===== src/rtl/seq_mult_16bit_pkg.sv =====
// Shared state encoding and default width for the sequential shift-and-add multiplier.
package seq_mult_16bit_pkg;

  localparam int DEF_WIDTH = 16;

  typedef enum logic [1:0] {
    IDLE = 2'd0,
    RUN  = 2'd1,
    DONE = 2'd2
  } state_t;

endpackage


===== src/rtl/seq_mult_16bit_cla.sv =====
// 16-bit two-level carry-lookahead adder: 4-bit groups with per-group generate/propagate.
module seq_mult_16bit_cla #(
  parameter int WIDTH = 16,
  parameter int GRP_W = 4
) (
  input  logic [WIDTH-1:0] a,
  input  logic [WIDTH-1:0] b,
  input  logic             cin,
  output logic [WIDTH-1:0] sum,
  output logic             cout
);

  localparam int NUM_GRP = WIDTH / GRP_W;

  logic [NUM_GRP-1:0][GRP_W-1:0] g_bit, p_bit, c_bit;
  logic [NUM_GRP-1:0]            g_grp, p_grp;
  logic [NUM_GRP:0]              c_grp;

  for (genvar gi = 0; gi < NUM_GRP; gi++) begin : g_grp_blk
    assign g_bit[gi] = a[gi*GRP_W +: GRP_W] & b[gi*GRP_W +: GRP_W];
    assign p_bit[gi] = a[gi*GRP_W +: GRP_W] ^ b[gi*GRP_W +: GRP_W];

    always_comb begin
      g_grp[gi] = 1'b0;
      p_grp[gi] = 1'b1;
      for (int i = 0; i < GRP_W; i++) begin
        g_grp[gi] = g_bit[gi][i] | (p_bit[gi][i] & g_grp[gi]);
        p_grp[gi] = p_grp[gi] & p_bit[gi][i];
      end
    end

    // Bit carries inside a group only depend on the group's incoming lookahead carry.
    always_comb begin
      c_bit[gi][0] = c_grp[gi];
      for (int i = 1; i < GRP_W; i++)
        c_bit[gi][i] = g_bit[gi][i-1] | (p_bit[gi][i-1] & c_bit[gi][i-1]);
    end

    assign sum[gi*GRP_W +: GRP_W] = p_bit[gi] ^ c_bit[gi];
  end

  always_comb begin
    c_grp[0] = cin;
    for (int j = 0; j < NUM_GRP; j++)
      c_grp[j+1] = g_grp[j] | (p_grp[j] & c_grp[j]);
  end

  assign cout = c_grp[NUM_GRP];

endmodule


===== src/rtl/seq_mult_16bit.sv =====
// Unsigned shift-and-add multiplier: one add/shift per clock, registered product, one-cycle done.
module seq_mult_16bit
  import seq_mult_16bit_pkg::*;
#(
  parameter int WIDTH = DEF_WIDTH,
  parameter int CNT_W = 5
) (
  input  logic               clk,
  input  logic               rst,
  input  logic               start,
  input  logic [WIDTH-1:0]   A,
  input  logic [WIDTH-1:0]   B,
  output logic               busy,
  output logic               done,
  output logic [2*WIDTH-1:0] product
);

  state_t state, state_nxt;

  logic [WIDTH-1:0] m_q, p_q, q_q;
  logic             c_q;
  logic [CNT_W-1:0] cnt;

  logic [WIDTH-1:0] sum;
  logic             cout;
  logic [WIDTH:0]   hi;
  logic [WIDTH-1:0] p_nxt, q_nxt;
  logic             load, step, last;

  seq_mult_16bit_cla #(.WIDTH(WIDTH)) u_add (
    .a    (p_q),
    .b    (m_q),
    .cin  (1'b0),
    .sum  (sum),
    .cout (cout)
  );

  // c_q holds the bit shifted out above P, which is always zero after a shift.
  assign hi    = q_q[0] ? {cout, sum} : {c_q, p_q};
  assign p_nxt = hi[WIDTH:1];
  assign q_nxt = {hi[0], q_q[WIDTH-1:1]};
  assign last  = (cnt == CNT_W'(WIDTH - 1));
  assign busy  = (state == RUN);

  always_ff @(posedge clk or posedge rst) begin
    if (rst) state <= IDLE;
    else     state <= state_nxt;
  end

  always_comb begin
    state_nxt = state;
    load      = 1'b0;
    step      = 1'b0;
    case (state)
      IDLE: if (start) begin
        load      = 1'b1;
        state_nxt = RUN;
      end
      RUN: begin
        step = 1'b1;
        if (last) state_nxt = DONE;
      end
      DONE: begin
        load      = start;
        state_nxt = start ? RUN : IDLE;
      end
      default: state_nxt = IDLE;
    endcase
  end

  always_ff @(posedge clk or posedge rst) begin
    if (rst) begin
      m_q     <= '0;
      p_q     <= '0;
      q_q     <= '0;
      c_q     <= 1'b0;
      cnt     <= '0;
      done    <= 1'b0;
      product <= '0;
    end else begin
      done <= 1'b0;
      if (load) begin
        m_q <= A;
        q_q <= B;
        p_q <= '0;
        c_q <= 1'b0;
        cnt <= '0;
      end else if (step) begin
        c_q <= 1'b0;
        p_q <= p_nxt;
        q_q <= q_nxt;
        cnt <= cnt + 1'b1;
        if (last) begin
          product <= {p_nxt, q_nxt};
          done    <= 1'b1;
        end
      end
    end
  end

endmodule


===== config.mk =====
export PLATFORM = sky130hd
export DESIGN_NAME = seq_mult_16bit
export DESIGN_NICKNAME = d
export VERILOG_FILES = /design/src/rtl/seq_mult_16bit_pkg.sv /design/src/rtl/seq_mult_16bit_cla.sv /design/src/rtl/seq_mult_16bit.sv
export SDC_FILE = /design/constraint.sdc
export NUM_CORES = 1
export LEC_CHECK = 0
export BUFFER_PORTS_ARGS = -buffer_cell sky130_fd_sc_hd__buf_2
export CAP_MARGIN = 20
export CORE_MARGIN = 2
export CORE_UTILIZATION = 45
export DETAILED_ROUTE_END_ITERATION = 8
export PLACE_DENSITY_LB_ADDON = 0.1
export SLEW_MARGIN = 30
export SYNTH_ARGS = -nofsm -noshare
export SYNTH_HDL_FRONTEND = slang
export SYNTH_HIERARCHICAL = 1
export SYNTH_SLANG_ARGS = --single-unit
export TNS_END_PERCENT = 30

===== constraint.sdc =====
create_clock -name clk -period 4.6 [get_ports clk]
set_input_delay 1.38 -clock clk [delete_from_list [all_inputs] [get_ports clk]]
set_output_delay 1.38 -clock clk [all_outputs]
set_load 0.005 [all_outputs]

-- After elaboration in Yosys (flattened, before gate mapping)
Cells that the tools add are included.
- flip-flop bits (word level): 89
- output and inout bits: 34
- input bits: 35
- muxes and demuxes: 19
- reduce and logical (&&, ||, !) cells: 4
- $add $sub $neg: 1
- bitwise operators: 70
- equal/unequal tests: 5
- operator list (operator ; count):
    $mux W16 ; 4
    $and A1 B1 Y1 ; 33
    $xor A4 B4 Y4 ; 8
    $or A1 B1 Y1 ; 24
    $mux W17 ; 1
    $and A4 B4 Y4 ; 4
    $mux W5 ; 2
    $mux W1 ; 8
    $pmux W2 S3 ; 1
    $add A5 B1 Y5 const B ; 1
    $eq A5 B4 Y1 const B ; 1
    $mux W2 ; 2
    $reduce_and A3 Y1 ; 1
    $eq A2 B1 Y1 const B ; 1
    $eq A2 B2 Y1 const B ; 1
    $logic_not A2 Y1 ; 1
    $ne A2 B1 Y1 const B ; 1
    $ne A2 B2 Y1 const B ; 1
    $pmux W1 S2 ; 1
    $reduce_and A2 Y1 ; 1
    $reduce_bool A2 Y1 ; 1
    $not A1 Y1 ; 1

-- Depth between registers and ports, before layout
- depth in word-level cells: 21
- depth in mapped cells: 11
- gate-level depth less buffers: 11

-- By module
Netlist, hierarchy kept.
- by module, submodules not included (module ; cells an instance ; seq. area each (µm²) ; area an instance (µm²) ; times used):
    seq_mult_16bit ; 311 ; 2202.1 ; 3582.2 ; 1
    seq_mult_16bit_cla ; 62 ; 0.0 ; 660.6 ; 1

-- Least setup slack after synthesis
OpenSTA, ideal clock, no wires.
- kind: reg2reg
- from: register p_q[1]
- to: register product[30]
- library setup time: 0.131 ns
- cell stages (with the launch flop): 12
- buffers on the path: 0
- period minus slack after synthesis: 3.041 ns
- setup slack: 1.559 ns
- arrival: 2.910 ns
- path through: dfrtp_1 ha_1 a211oi_1 o22ai_1 o21ai_2 o21bai_1 fa_1 fa_1 fa_1 xor2_1 mux2i_1 o21ai_0
- word-level cells in the longest chain between the ends: 19
- RTL lines (what ; RTL line ; source):
    start, declared ; seq_mult_16bit.sv:20 ; logic [WIDTH-1:0] m_q, p_q, q_q;
    start signal, assigned ; seq_mult_16bit.sv:90 ; p_q <= p_nxt;
    $xor A4 B4 Y4 ; seq_mult_16bit_cla.sv:21 ; assign p_bit[gi] = a[gi*GRP_W +: GRP_W] ^ b[gi*GRP_W +: GRP_W];
    $and A1 B1 Y1 ; seq_mult_16bit_cla.sv:27 ; g_grp[gi] = g_bit[gi][i] | (p_bit[gi][i] & g_grp[gi]);
    $or A1 B1 Y1 * ; seq_mult_16bit_cla.sv:27 ;
    $and A1 B1 Y1 * ; seq_mult_16bit_cla.sv:27 ;
    $or A1 B1 Y1 * ; seq_mult_16bit_cla.sv:27 ;
    $and A1 B1 Y1 * ; seq_mult_16bit_cla.sv:27 ;
    $or A1 B1 Y1 * ; seq_mult_16bit_cla.sv:27 ;
    $and A1 B1 Y1 * ; seq_mult_16bit_cla.sv:45 ; c_grp[j+1] = g_grp[j] | (p_grp[j] & c_grp[j]);
    [... 4 more ...] ; -- ;
    $or A1 B1 Y1 * ; seq_mult_16bit_cla.sv:36 ; c_bit[gi][i] = g_bit[gi][i-1] | (p_bit[gi][i-1] & c_bit[gi][i-1]);
    $and A1 B1 Y1 * ; seq_mult_16bit_cla.sv:36 ;
    $or A1 B1 Y1 * ; seq_mult_16bit_cla.sv:36 ;
    $and A1 B1 Y1 * ; seq_mult_16bit_cla.sv:36 ;
    $or A1 B1 Y1 * ; seq_mult_16bit_cla.sv:36 ;
    $xor A4 B4 Y4 * ; seq_mult_16bit_cla.sv:39 ; assign sum[gi*GRP_W +: GRP_W] = p_bit[gi] ^ c_bit[gi];
    net sum[15] ; seq_mult_16bit.sv:24 ; logic [WIDTH-1:0] sum;
    $mux W17 * ; seq_mult_16bit.sv:39 ; assign hi = q_q[0] ? {cout, sum} : {c_q, p_q};
    end signal, assigned ; seq_mult_16bit.sv:94 ; product <= {p_nxt, q_nxt};
    end, declared ; seq_mult_16bit.sv:15 ; output logic [2*WIDTH-1:0] product
The timed path passes the listed nets; every way through them passes the cells marked *.
A chain may end at the register's enable or synchronous reset.

-- Worst setup path in the final report
- from: register p_q[5]
- to: register product[30]
- word-level cells in the longest chain between the ends: 18
- RTL lines (what ; RTL line):
    $xor A4 B4 Y4 ; seq_mult_16bit_cla.sv:21
    $and A1 B1 Y1 ; seq_mult_16bit_cla.sv:27
    $or A1 B1 Y1 ; seq_mult_16bit_cla.sv:27
    $and A1 B1 Y1 ; seq_mult_16bit_cla.sv:27
    $or A1 B1 Y1 ; seq_mult_16bit_cla.sv:27
    $and A1 B1 Y1 ; seq_mult_16bit_cla.sv:27
    $or A1 B1 Y1 ; seq_mult_16bit_cla.sv:27
    $or A1 B1 Y1 * ; seq_mult_16bit_cla.sv:45
    [... 3 more ...] ; --
    $or A1 B1 Y1 * ; seq_mult_16bit_cla.sv:36
    $and A1 B1 Y1 * ; seq_mult_16bit_cla.sv:36
    $or A1 B1 Y1 * ; seq_mult_16bit_cla.sv:36
    $and A1 B1 Y1 * ; seq_mult_16bit_cla.sv:36
    $or A1 B1 Y1 * ; seq_mult_16bit_cla.sv:36
    $xor A4 B4 Y4 * ; seq_mult_16bit_cla.sv:39
    net sum[15] ; seq_mult_16bit.sv:24
    $mux W17 * ; seq_mult_16bit.sv:39
Marked as above.

==> results.json <==
{
  "grt_setup_unrepaired": "false",
  "grt.overflow.total": 0,
  "worst_setup_path_startpoint": "p_q[5]",
  "synth_simple_gate_area_share_pct": 11.8,
  "fillerInstances": 864,
  "synth.mux.area_fraction_pct": 7.99,
  "synth_top_cells_by_area": "sky130_fd_sc_hd__dfrtp_1 (52%), sky130_fd_sc_hd__nand2_1 (7.3%), sky130_fd_sc_hd__fa_1 (5.7%), sky130_fd_sc_hd__ha_1 (5.3%), sky130_fd_sc_hd__mux2i_1 (4.0%)",
  "worst-r2r-cell-count": 11,
  "cp-start-kind": "flip-flop",
  "insertion_delay_ns": 0.35,
  "finalCritPeriodShare_pct": 72.6,
  "cts_repair_resize_count": 0,
  "asyncSetResetFlopFracSynth_pct": 100,
  "cap_viol_max_count": 0,
  "synth_top_cells_by_count": "sky130_fd_sc_hd__dfrtp_1 (88), sky130_fd_sc_hd__nand2_1 (83), sky130_fd_sc_hd__o21ai_0 (24)",
  "post-synth-top-area-cell": "sky130_fd_sc_hd__dfrtp_1",
  "dieWidth_um": 101,
  "cts_root_buf": "sky130_fd_sc_hd__clkbuf_8",
  "die_area_um2": 10200,
  "critical_path.reg2reg.startpoint": "p_q[5]",
  "yosysSeqAreaShare_pct": 51.9,
  "drive_gt1_share_pct": 25.1,
  "critical_path_peak_fanout": 4,
  "cpPeakStageDelay_ns": 0.43,
  "syn_avg_cell_area_um2": 11.4,
  "buffer_ports.inserted": 68,
  "finClkSkew_ns": 0.0106,
  "design.final.nets": 502,
  "outcome": "completed",
  "timing.max_slew.rel_slack_pct": 44.4,
  "cp.arrival_ns": 3.56,
  "route.vias.total": 2914,
  "drt_first_pass_iters": 4,
  "total_leakage_power_uw": 0.00249,
  "combinational_family_with_the_most_area_after_synthesis": "compound AO/OA/AOI/OAI gates",
  "area_delta_synth_final_pct": 14.6,
  "synth_unique_cells": 41,
  "clock_path_buffers": 2,
  "endpoint_kind": "flip-flop",
  "yosys.cell_count.top_type": "sky130_fd_sc_hd__dfrtp_1",
  "synth_edf_count": 0,
  "critPathSlowestCell": "sky130_fd_sc_hd__dfrtp_1",
  "timing.critical_path.cells": "ha_1 > a211oi_1 > o22ai_1 > o21ai_2 > o21bai_1 > fa_1 > fa_1 > fa_1 > xor2_1 > mux2i_1 > o21ai_0",
  "worstMarginPinSlew_ns": 0.833,
  "grt_pass1_vias": 2868,
  "place.detailed.hpwl_mm": 5.93,
  "drt_iter0_markers": 150,
  "post_cts_hold_buffers": 0,
  "postSynth.topFlopCell": "sky130_fd_sc_hd__dfrtp_1",
  "cts_num_sinks": 88,
  "floorplan.die.height_um": 101,
  "synth_xor_area_share_pct": 1.03,
  "cp_data_required_time_ns": 4.82,
  "final-instance-count-excl-fill": 553,
  "grt_start_max_net_pins": 52,
  "wire_per_inst_um": 15.7,
  "area_share_of_fa_ha_maj_cells_after_synthesis_pct": 11.0,
  "number_of_antenna_diodes": 0,
  "finalWirelength_mm": 8.67,
  "final_hold_viol_count": 0,
  "remaining_drc_errors": 0,
  "floorplan.initialDensity_pct": 46.1,
  "hold_start": "product[28]",
  "crit_end": "product[30]",
  "numCtsBuffers": 9,
  "timing.fmax_ghz": 0.299,
  "gr-usage-all-layers_pct": 18.2,
  "reg2reg_to": "product[30]",
  "post_synth_instance_area_um2": 4240,
  "grt_pass1_wl_mm": 14.5,
  "peakVddDrop_mv": 0.308,
  "fin_util_pct": 52.9,
  "power_density_over_cell_area_nw_per_um2": 711,
  "worstHoldPathType": "flip-flop to flip-flop",
  "cts_setup_buffers": 0,
  "finalMaxSlewViolations": 0,
  "synthesis.yosys.warnings": 6,
  "gp_congestion": 0.805,
  "timing.reg2reg.setup_slack_ns": 1.26,
  "fp.coreArea_um2": 9200,
  "period_needed_ns": 3.34,
  "worst_path_most_repeated_cell": "sky130_fd_sc_hd__fa_1",
  "fp-row-count": 35,
  "boundaryPins": 69,
  "ys_ff_latch": 88,
  "antenna_found_initial": 0,
  "setup-violations-final": 0,
  "synth-compound-area-share_pct": 11.8,
  "cts_tree": "yes",
  "clk_transition_reported_paths_ns": 0.09,
  "post_synth_top_area_share_pct": 51.9,
  "postSynthCellCount": 373,
  "hold-worst-slack_ns": 0.477,
  "antenna_violating_nets_post_route": 0,
  "final.setup.tns_ns": 0,
  "htree_levels": 3,
  "avgViaCountPerCell": 5.27,
  "setup.worst_path.class": "flip-flop to flip-flop",
  "dp.cells": 537
}
==> flip-flops by register name, indices dropped and copies added (netlist names) <==
register and flops:
state 2, product 32, p_q 16, cnt 5
q_q 16, done 1, m_q 16
==> stage by stage <==
stage               cell area, µm²  worst slack, ns  total power [µW]
floorplan                     4250            0.941              2460
global placement              4630             1.30              2870
detailed placement            4640             1.28              2900
CTS                           4860             1.27              3500
global route                  4860             1.08              3800
finish                        4860             1.26              3460
==> worst min path at each step <==
stage | depth (start not counted) | to
after floorplan | 1 | cnt[3]
after global placement | 2 | product[24]
after detailed placement | 2 | product[28]
after CTS | 1 | cnt[3]
after global routing | 1 | cnt[3]
final | 2 | product[28]
==> cell families after synthesis <==
group,Yosys count
adder cells (fa/ha/maj),30
buffers and inverters,32
flip-flops,88
AO/OA/AOI/OAI,72
AND/OR/NAND/NOR,113
XOR/XNOR,5
multiplexers,32
other,1
==> where the power goes <==
group          leakage, µW  switching, µW  internal (µW)  total (µW)
clock network     0.000107            284            309         593
registers          0.00108            324           1140        1460
logic              0.00131            734            669        1400
total              0.00249           1340           2120        3460
==> per-layer routing <==
layer	routed length [µm]	share of wire (%)	vias to the layer above	global-route usage [%]
met3	303	3.5	7	4.02
met1	4370	50	1431	27.2
met2	3920	45	48	26.9
met5	0	0	-	0
met4	70	0.81	0	5.20
li1	-	-	1428	-
==> critical path, delay by kind of cell, from the launching register on <==
kind | cells | cell delay, ns
XOR/XNOR | 1 | 0.17
multiplexers | 1 | 0.17
adder cells (fa/ha/maj) | 4 | 1.50
flip-flops | 1 | 0.43
AO/OA/AOI/OAI | 5 | 0.94
==> cell usage in the layout (no fill, tap or decap), drive strengths merged, types with 2 or more instances in the layout <==
| master | netlist | layout |
|---|---|---|
| nor2 | 3 | 3 |
| clkinv | 0 | 4 |
| nand3 | 16 | 16 |
| a21o | 2 | 2 |
| a211oi | 2 | 2 |
| buf | 17 | 73 |
| o21ai | 26 | 26 |
| inv | 11 | 10 |
| xor2 | 5 | 5 |
| nand2 | 83 | 83 |
| conb | 1 | 2 |
| clkbuf | 4 | 10 |
| fa | 12 | 12 |
| ha | 18 | 18 |
| mux2 | 15 | 15 |
| nand2b | 3 | 3 |
| nand4 | 2 | 2 |
| bufinv | 0 | 2 |
| o2bb2ai | 17 | 17 |
| a22oi | 15 | 15 |
| nand3b | 2 | 2 |
| mux2i | 17 | 17 |
| a21oi | 2 | 2 |
| and3 | 2 | 2 |
| dfrtp | 88 | 88 |
==> layout make-up <==
cell class	instances	area [µm²]	area share (%)
clock inverters	6	93.8	1.93
repair buffers	73	378	7.77
multi-input cells	254	1870	38.5
flip-flops and latches	88	2200	45.3
well taps	111	139	2.86
inverters	11	50.0	1.03
clock buffers	10	128	2.62
Note: power is estimated with default switching activity, not from simulation.
